<file path="config.mk">
export PLATFORM = sky130hd
export DESIGN_NAME = controle_valvula_caixa
export DESIGN_NICKNAME = d
export VERILOG_FILES = /design/src/rtl/controle_valvula_caixa.sv
export SDC_FILE = /design/constraint.sdc
export NUM_CORES = 1
export LEC_CHECK = 0
export BUFFER_PORTS_ARGS = -buffer_cell sky130_fd_sc_hd__buf_2
export CAP_MARGIN = 15
export CORE_MARGIN = 4
export CORE_UTILIZATION = 57
export CTS_CLUSTER_SIZE = 24
export DETAILED_ROUTE_END_ITERATION = 8
export PLACE_DENSITY_LB_ADDON = 0.15
export SLEW_MARGIN = 5
export SYNTH_ARGS = -nofsm -noshare
export SYNTH_HDL_FRONTEND = slang
export SYNTH_SLANG_ARGS = --single-unit
export TNS_END_PERCENT = 20
</file>
<file path="constraint.sdc">
create_clock -name clk -period 2.5 [get_ports clk]
set_clock_uncertainty 0.05 [all_clocks]
set_input_delay 0.625 -clock clk [delete_from_list [all_inputs] [get_ports clk]]
set_output_delay 0.625 -clock clk [all_outputs]
set_load 0.1 [all_outputs]
</file>
<file path="src/rtl/controle_valvula_caixa.sv">
`timescale 1ns/1ps
`default_nettype none
// ============================================================================
// Module      : controle_valvula_caixa
// Description : Tank inlet-valve controller placed after the H/M/L level and
//               error decoder. Debounces the decoder outputs, runs the valve
//               state machine with a minimum switching interval, latches
//               faults and drives a steady or blinking alarm.
// Optional    : FILL_TIMEOUT_EN - adds a fill watchdog (ENCHENDO -> FALHA
//               when the level does not improve for FILL_TMO cycles).
// Ports       : clk, reset (sync, active high)
//               Ve, Al, ERRO, Nv_Critico/Baixo/Medio/Alto  decoder outputs
//               err_clr    operator fault-clear pulse
//               Valvula    valve drive (1 = open)
//               Alarme     alarm drive
//               Falha      fault latched
//               Falha_Tmo  latched fault came from fill timeout
//               Estado     0 OCIOSO, 1 ENCHENDO, 2 CHEIO, 3 FALHA
// Revision    : 1.0 - initial release
// ============================================================================
module controle_valvula_caixa #(
    parameter int FILT_CYC   = 16,
    parameter int MIN_SW     = 64,
    parameter int FILL_TMO   = 4096,
    parameter int BLINK_HALF = 32
) (
    input  logic       clk,
    input  logic       reset,
    input  logic       Ve,
    input  logic       Al,
    input  logic       ERRO,
    input  logic       Nv_Critico,
    input  logic       Nv_Baixo,
    input  logic       Nv_Medio,
    input  logic       Nv_Alto,
    input  logic       err_clr,
    output logic       Valvula,
    output logic       Alarme,
    output logic       Falha,
    output logic       Falha_Tmo,
    output logic [1:0] Estado
);

    localparam int c_STAB_W = (FILT_CYC > 1) ? $clog2(FILT_CYC) : 1;
    localparam int c_SW_W   = $clog2(MIN_SW + 1);
    localparam int c_BLK_W  = $clog2(2 * BLINK_HALF);

    localparam logic [c_STAB_W-1:0] c_STAB_MAX = c_STAB_W'(FILT_CYC - 1);
    localparam logic [c_SW_W-1:0]   c_SW_MAX   = c_SW_W'(MIN_SW);
    localparam logic [c_BLK_W-1:0]  c_BLK_HALF = c_BLK_W'(BLINK_HALF);
    localparam logic [c_BLK_W-1:0]  c_BLK_MAX  = c_BLK_W'(2 * BLINK_HALF - 1);

    typedef enum logic [1:0] {
        OCIOSO   = 2'd0,
        ENCHENDO = 2'd1,
        CHEIO    = 2'd2,
        FALHA    = 2'd3
    } state_t;

    // ------------------------------------------------------------------
    // Input filter
    // ------------------------------------------------------------------
    logic [6:0]          w_in;
    logic [6:0]          r_vec;
    logic [6:0]          r_q;
    logic [c_STAB_W-1:0] r_stab;

    assign w_in = {Ve, Al, ERRO, Nv_Critico, Nv_Baixo, Nv_Medio, Nv_Alto};

    // r_stab counts how many consecutive cycles r_vec has kept its value
    // (minus one). Once it saturates the registered vector has been stable
    // for FILT_CYC cycles and is copied into the qualified vector.
    always_ff @(posedge clk) begin
        if (reset) begin
            r_vec  <= '0;
            r_stab <= '0;
            r_q    <= '0;
        end else begin
            r_vec <= w_in;
            if (w_in != r_vec) begin
                r_stab <= '0;
            end else if (r_stab != c_STAB_MAX) begin
                r_stab <= r_stab + c_STAB_W'(1);
            end
            if (r_stab == c_STAB_MAX) begin
                r_q <= r_vec;
            end
        end
    end

    logic w_q_ve, w_q_al, w_q_erro, w_q_crit, w_q_baixo, w_q_medio, w_q_alto;
    assign {w_q_ve, w_q_al, w_q_erro, w_q_crit, w_q_baixo, w_q_medio, w_q_alto} = r_q;

    // ------------------------------------------------------------------
    // State machine
    // ------------------------------------------------------------------
    state_t             r_state;
    state_t             w_state_nxt;
    logic               r_valvula;
    logic               r_falha;
    logic [c_SW_W-1:0]  r_sw_cnt;
    logic               w_sw_ok;
    logic               w_valve_nxt;
    logic               w_timeout;

    assign w_sw_ok     = (r_sw_cnt == c_SW_MAX);
    assign w_valve_nxt = (w_state_nxt == ENCHENDO);

    always_comb begin
        w_state_nxt = r_state;
        if (w_q_erro) begin
            w_state_nxt = FALHA;
        end else begin
            case (r_state)
                OCIOSO: begin
                    if (w_q_ve && w_sw_ok) w_state_nxt = ENCHENDO;
                end
                ENCHENDO: begin
                    // Full level closes the valve at once: overflow beats
                    // the anti-chatter interval.
                    if (w_q_alto)                  w_state_nxt = CHEIO;
                    else if (w_timeout)            w_state_nxt = FALHA;
                    else if (!w_q_ve && w_sw_ok)   w_state_nxt = OCIOSO;
                end
                CHEIO: begin
                    if (!w_q_alto && w_sw_ok) w_state_nxt = OCIOSO;
                end
                FALHA: begin
                    if (err_clr) w_state_nxt = OCIOSO;
                end
                default: w_state_nxt = OCIOSO;
            endcase
        end
    end

    always_ff @(posedge clk) begin
        if (reset) begin
            r_state   <= OCIOSO;
            r_valvula <= 1'b0;
            r_falha   <= 1'b0;
        end else begin
            r_state   <= w_state_nxt;
            r_valvula <= w_valve_nxt;
            r_falha   <= (w_state_nxt == FALHA);
        end
    end

    // Cycles since the last valve transition, saturating; reset leaves it
    // saturated so the valve may open right away.
    always_ff @(posedge clk) begin
        if (reset) begin
            r_sw_cnt <= c_SW_MAX;
        end else if (w_valve_nxt != r_valvula) begin
            r_sw_cnt <= '0;
        end else if (!w_sw_ok) begin
            r_sw_cnt <= r_sw_cnt + c_SW_W'(1);
        end
    end

    // ------------------------------------------------------------------
    // Fill watchdog
    // ------------------------------------------------------------------
`ifdef FILL_TIMEOUT_EN
    localparam int c_TMO_W = $clog2(FILL_TMO + 1);
    localparam logic [c_TMO_W-1:0] c_TMO_MAX = c_TMO_W'(FILL_TMO);

    logic [c_TMO_W-1:0] r_tmo_cnt;
    logic               r_prev_crit;
    logic               r_prev_baixo;
    logic               r_falha_tmo;
    logic               w_step_up;

    // Level improved since last cycle: Critico -> Baixo or Baixo -> Medio.
    assign w_step_up = (w_q_baixo & r_prev_crit) | (w_q_medio & r_prev_baixo);
    assign w_timeout = (r_tmo_cnt == c_TMO_MAX);

    always_ff @(posedge clk) begin
        if (reset) begin
            r_tmo_cnt    <= '0;
            r_prev_crit  <= 1'b0;
            r_prev_baixo <= 1'b0;
            r_falha_tmo  <= 1'b0;
        end else begin
            r_prev_crit  <= w_q_crit;
            r_prev_baixo <= w_q_baixo;
            if (r_state != ENCHENDO || w_step_up) begin
                r_tmo_cnt <= '0;
            end else if (!w_timeout) begin
                r_tmo_cnt <= r_tmo_cnt + c_TMO_W'(1);
            end
            // Entering FALHA from ENCHENDO without q_ERRO can only be the
            // timeout path; staying in FALHA keeps the cause; q_ERRO always
            // overrides the cause to "sensor error".
            r_falha_tmo <= (w_state_nxt == FALHA) && !w_q_erro &&
                           (r_falha_tmo || (r_state == ENCHENDO));
        end
    end

    assign Falha_Tmo = r_falha_tmo;
`else
    logic w_unused_lvl;
    assign w_unused_lvl = ^{w_q_baixo, w_q_medio};
    assign w_timeout    = 1'b0;
    assign Falha_Tmo    = 1'b0;
`endif

    // ------------------------------------------------------------------
    // Alarm
    // ------------------------------------------------------------------
    logic [c_BLK_W-1:0] r_blink;
    logic               r_alarme;
    logic               w_blink_on;

    // Critical level gives a steady alarm and masks the blink, so the blink
    // phase restarts at "on" whenever blinking resumes.
    assign w_blink_on = !w_q_crit && ((r_state == FALHA) || w_q_al);

    always_ff @(posedge clk) begin
        if (reset) begin
            r_blink  <= '0;
            r_alarme <= 1'b0;
        end else begin
            if (!w_blink_on || r_blink == c_BLK_MAX) begin
                r_blink <= '0;
            end else begin
                r_blink <= r_blink + c_BLK_W'(1);
            end
            r_alarme <= w_q_crit || (w_blink_on && (r_blink < c_BLK_HALF));
        end
    end

    assign Valvula = r_valvula;
    assign Falha   = r_falha;
    assign Alarme  = r_alarme;
    assign Estado  = r_state;

endmodule
`default_nettype wire

</file>
==> results.json <==
{
  "n_antenna_cell": 0,
  "vias": 1076,
  "ys.flop_type": "dfxtp_1",
  "die-width_um": 59.9,
  "crit_buf_inv": 0,
  "required_ns": 2.66,
  "grtUsageTotal_pct": 16.7,
  "hpwl_mm": 1.89,
  "reg2reg_from": "r_sw_cnt[2]",
  "ys_warn_count": 0,
  "grt_pass1_vias": 1073,
  "min_to": "r_blink[0]",
  "ir_drop_mv": 0.459,
  "clockRootBuffer": "clkbuf_4",
  "critPathKind": "flip-flop to flip-flop",
  "hold_violations": 0,
  "syn_inst": 154,
  "worstMarginPinSlew_ns": 0.503,
  "cap_viol_max_count": 0,
  "powerDensity_nw_per_um2": 629,
  "area_growth_pct": 9.45,
  "drt_iter0_drc": 24,
  "max_freq_mhz": 454,
  "grt_pass1_wl_mm": 4.52,
  "die_h_um": 59.9,
  "critPathLaunchType": "flip-flop",
  "placed_area_um2": 1620,
  "r2r-end": "r_sw_cnt[6]",
  "synth_compound_area_share_pct": 6.19,
  "fin_nets": 185,
  "port_buffers": 14,
  "synth_cell_types": 39,
  "synth_area_leaders": "dfxtp_1 44%, xor2_1 6.8%, nor2_1 5.9%, mux2i_1 4.6%, xnor2_1 3.4%",
  "leakage_nw": 0.709,
  "core_region_area_um2": 2520,
  "drc": 0,
  "viasPerCell": 5.33,
  "yosys.area.top_type": "dfxtp_1",
  "antenna_found_initial": 0,
  "ant_nets": 0,
  "grt_max_degree": 23,
  "crit_chain": "or4b_4 > nor4_2 > o2bb2ai_2 > and3b_1 > o31ai_1",
  "overflow": 0,
  "fin_crit_sh_pct": 88.0,
  "gp_congestion": 0.813,
  "synth.yosys.seq_area_share_pct": 44.3,
  "cts.sinks": 34,
  "wire_per_inst_um": 12.4,
  "synth_mux_area_share_pct": 4.56,
  "path_max_fanout": 7,
  "period_needed_ns": 2.20,
  "tritoncts": "yes",
  "run_status": "finished clean",
  "fin_tns_setup_ns": 0,
  "rrSetupSlack_ns": 0.30,
  "fin_ws_ns": 0.299,
  "pin_count": 16,
  "htree_levels": 2,
  "hold_buffers": 0,
  "clk_pin_slew_ns": 0.11,
  "cts_max_path_buffers": 2,
  "dieArea_um2": 3590,
  "synthAdderAreaFrac_pct": 3.26,
  "syn_nets": 168,
  "mappedNetlistArea_um2": 1540,
  "synth_top_family_by_area": "simple AND/OR/NAND/NOR gates",
  "cts-resized-gates": 0,
  "cts_inserted_buffers": 5,
  "synth-edff-count": 0,
  "cts_setup_buffers": 0,
  "drive_gt1_share_pct": 19.8,
  "crit_arrival_ns": 2.36,
  "insertion_delay_ns": 0.34,
  "end_kind": "flip-flop",
  "drtPass1Iterations": 4,
  "rows": 18,
  "worst-path-stages": 5,
  "hold_class": "flip-flop to flip-flop",
  "dpl_worst_slack_ns": 0.290,
  "min-delay-start": "r_blink[0]",
  "synthXorXnorAreaFrac_pct": 10.3,
  "drv_slew": 0,
  "rsz0062_at_grt": "no",
  "synthDominantCellAreaShare_pct": 44.3,
  "fin_area_um2": 1680,
  "synth.top_cells.by_count": "34 x dfxtp_1, 24 x nor2_1, 12 x xor2_1",
  "max_slew_margin_pct": 66.2,
  "initial_core_util_pct": 60.9,
  "fill_cells": 219,
  "async_flop_share_pct": 0,
  "syn_avg_cell_area_um2": 9.98,
  "worst_r2r_path_depth": 5,
  "hold_path_depth": 1,
  "yosysMostFrequentCell": "dfxtp_1",
  "drt-total-wl_mm": 2.51,
  "yosys.area_share.simple_pct": 28.5,
  "worst_path_max_delay_cell": "or4b_4",
  "cpLargestDelayFamily": "simple AND/OR/NAND/NOR gates",
  "setup_viol": 0,
  "synth-seq-cells": 34,
  "critPathMaxStageDelay_ns": 0.60
}
==> report_power, final <==
| group | internal, mW | total (mW) | switching [mW] |
|---|---|---|---|
| clock network | 0.135 | 0.321 | 0.186 |
| registers | 0.557 | 0.575 | 0.0180 |
| logic | 0.0590 | 0.161 | 0.102 |
==> logic make-up (layout without fill, tap and decap cells) <==
kind of cell               count (synthesis)  after routing
AOI/OAI and AO/OA                         12             12
xor gates and xnor gates                  18             18
adders and majority gates                  4              4
buffers and inverters                      8             26
DFF                                       34             34
muxes                                      7              7
other                                      1              1
and+or+nand+nor                           70             70
==> registers in the layout (all words and copies together) (netlist names) <==
name and count:
Valvula 1, r_blink 6, Alarme 1, r_vec 7, Estado 2, r_q 5, r_stab 4, Falha 1
r_sw_cnt 7
==> how the worst max path moves through the flow <==
| stage | slack (ns) | start | to |
|---|---|---|---|
| finish | 0.30 | r_sw_cnt[2] | r_sw_cnt[6] |
| global route | 0.17 | r_sw_cnt[2] | r_sw_cnt[6] |
| CTS | 0.28 | r_sw_cnt[2] | r_sw_cnt[6] |
| detailed placement | 0.29 | r_sw_cnt[2] | r_sw_cnt[6] |
| global placement | 0.38 | r_sw_cnt[2] | r_sw_cnt[6] |
| floorplan | 0.21 | Estado[1] | r_sw_cnt[6] |
==> through the flow <==
stage	instances	util (%)	total power, mW	hold slack, ns
floorplan	154	-	0.720	0.368
global placement	194	64.1	0.746	0.378
detailed placement	194	64.1	0.749	0.388
CTS	202	66.7	1.07	0.410
global route	202	66.7	1.12	0.423
finish	202	66.7	1.06	0.403
==> layer usage <==
metal  track usage, %  routed length [um]  part of all wire, %
met4             6.33                  42                  1.7
met1             20.7                1200                   48
met2             25.9                1110                   44
met3             6.70                 164                  6.5
met5                0                   0                    0
==> worst reg2reg max path, cell delays in order, from the launching register on <==
cell       delay [ns]
dfxtp_1          0.36
or4b_4           0.60
nor4_2           0.33
o2bb2ai_2        0.17
and3b_1          0.45
o31ai_1          0.12
==> layout by cell type (no fill, tap or decap), drive strengths merged, types with 4 or more instances in the layout <==
master  count
dfxtp      34
nor2       25
buf        14
xor2       12
nor2b       8
nand3       7
mux2i       7
nor4        7
nand2       6
xnor2       6
clkbuf      6
inv         4
nor3        4
ha          4
==> final cells by class <==
type	count	area, um^2	share of cell area (%)
clock buffer	6	51.3	3.05
timing repair buffer	14	70.1	4.17
sequential	34	681	40.5
tap	30	37.5	2.23
clock inverter	2	12.5	0.744
multi-input combinational	112	815	48.4
inverter	4	15.0	0.893
Power figures use the tool's default switching activity.
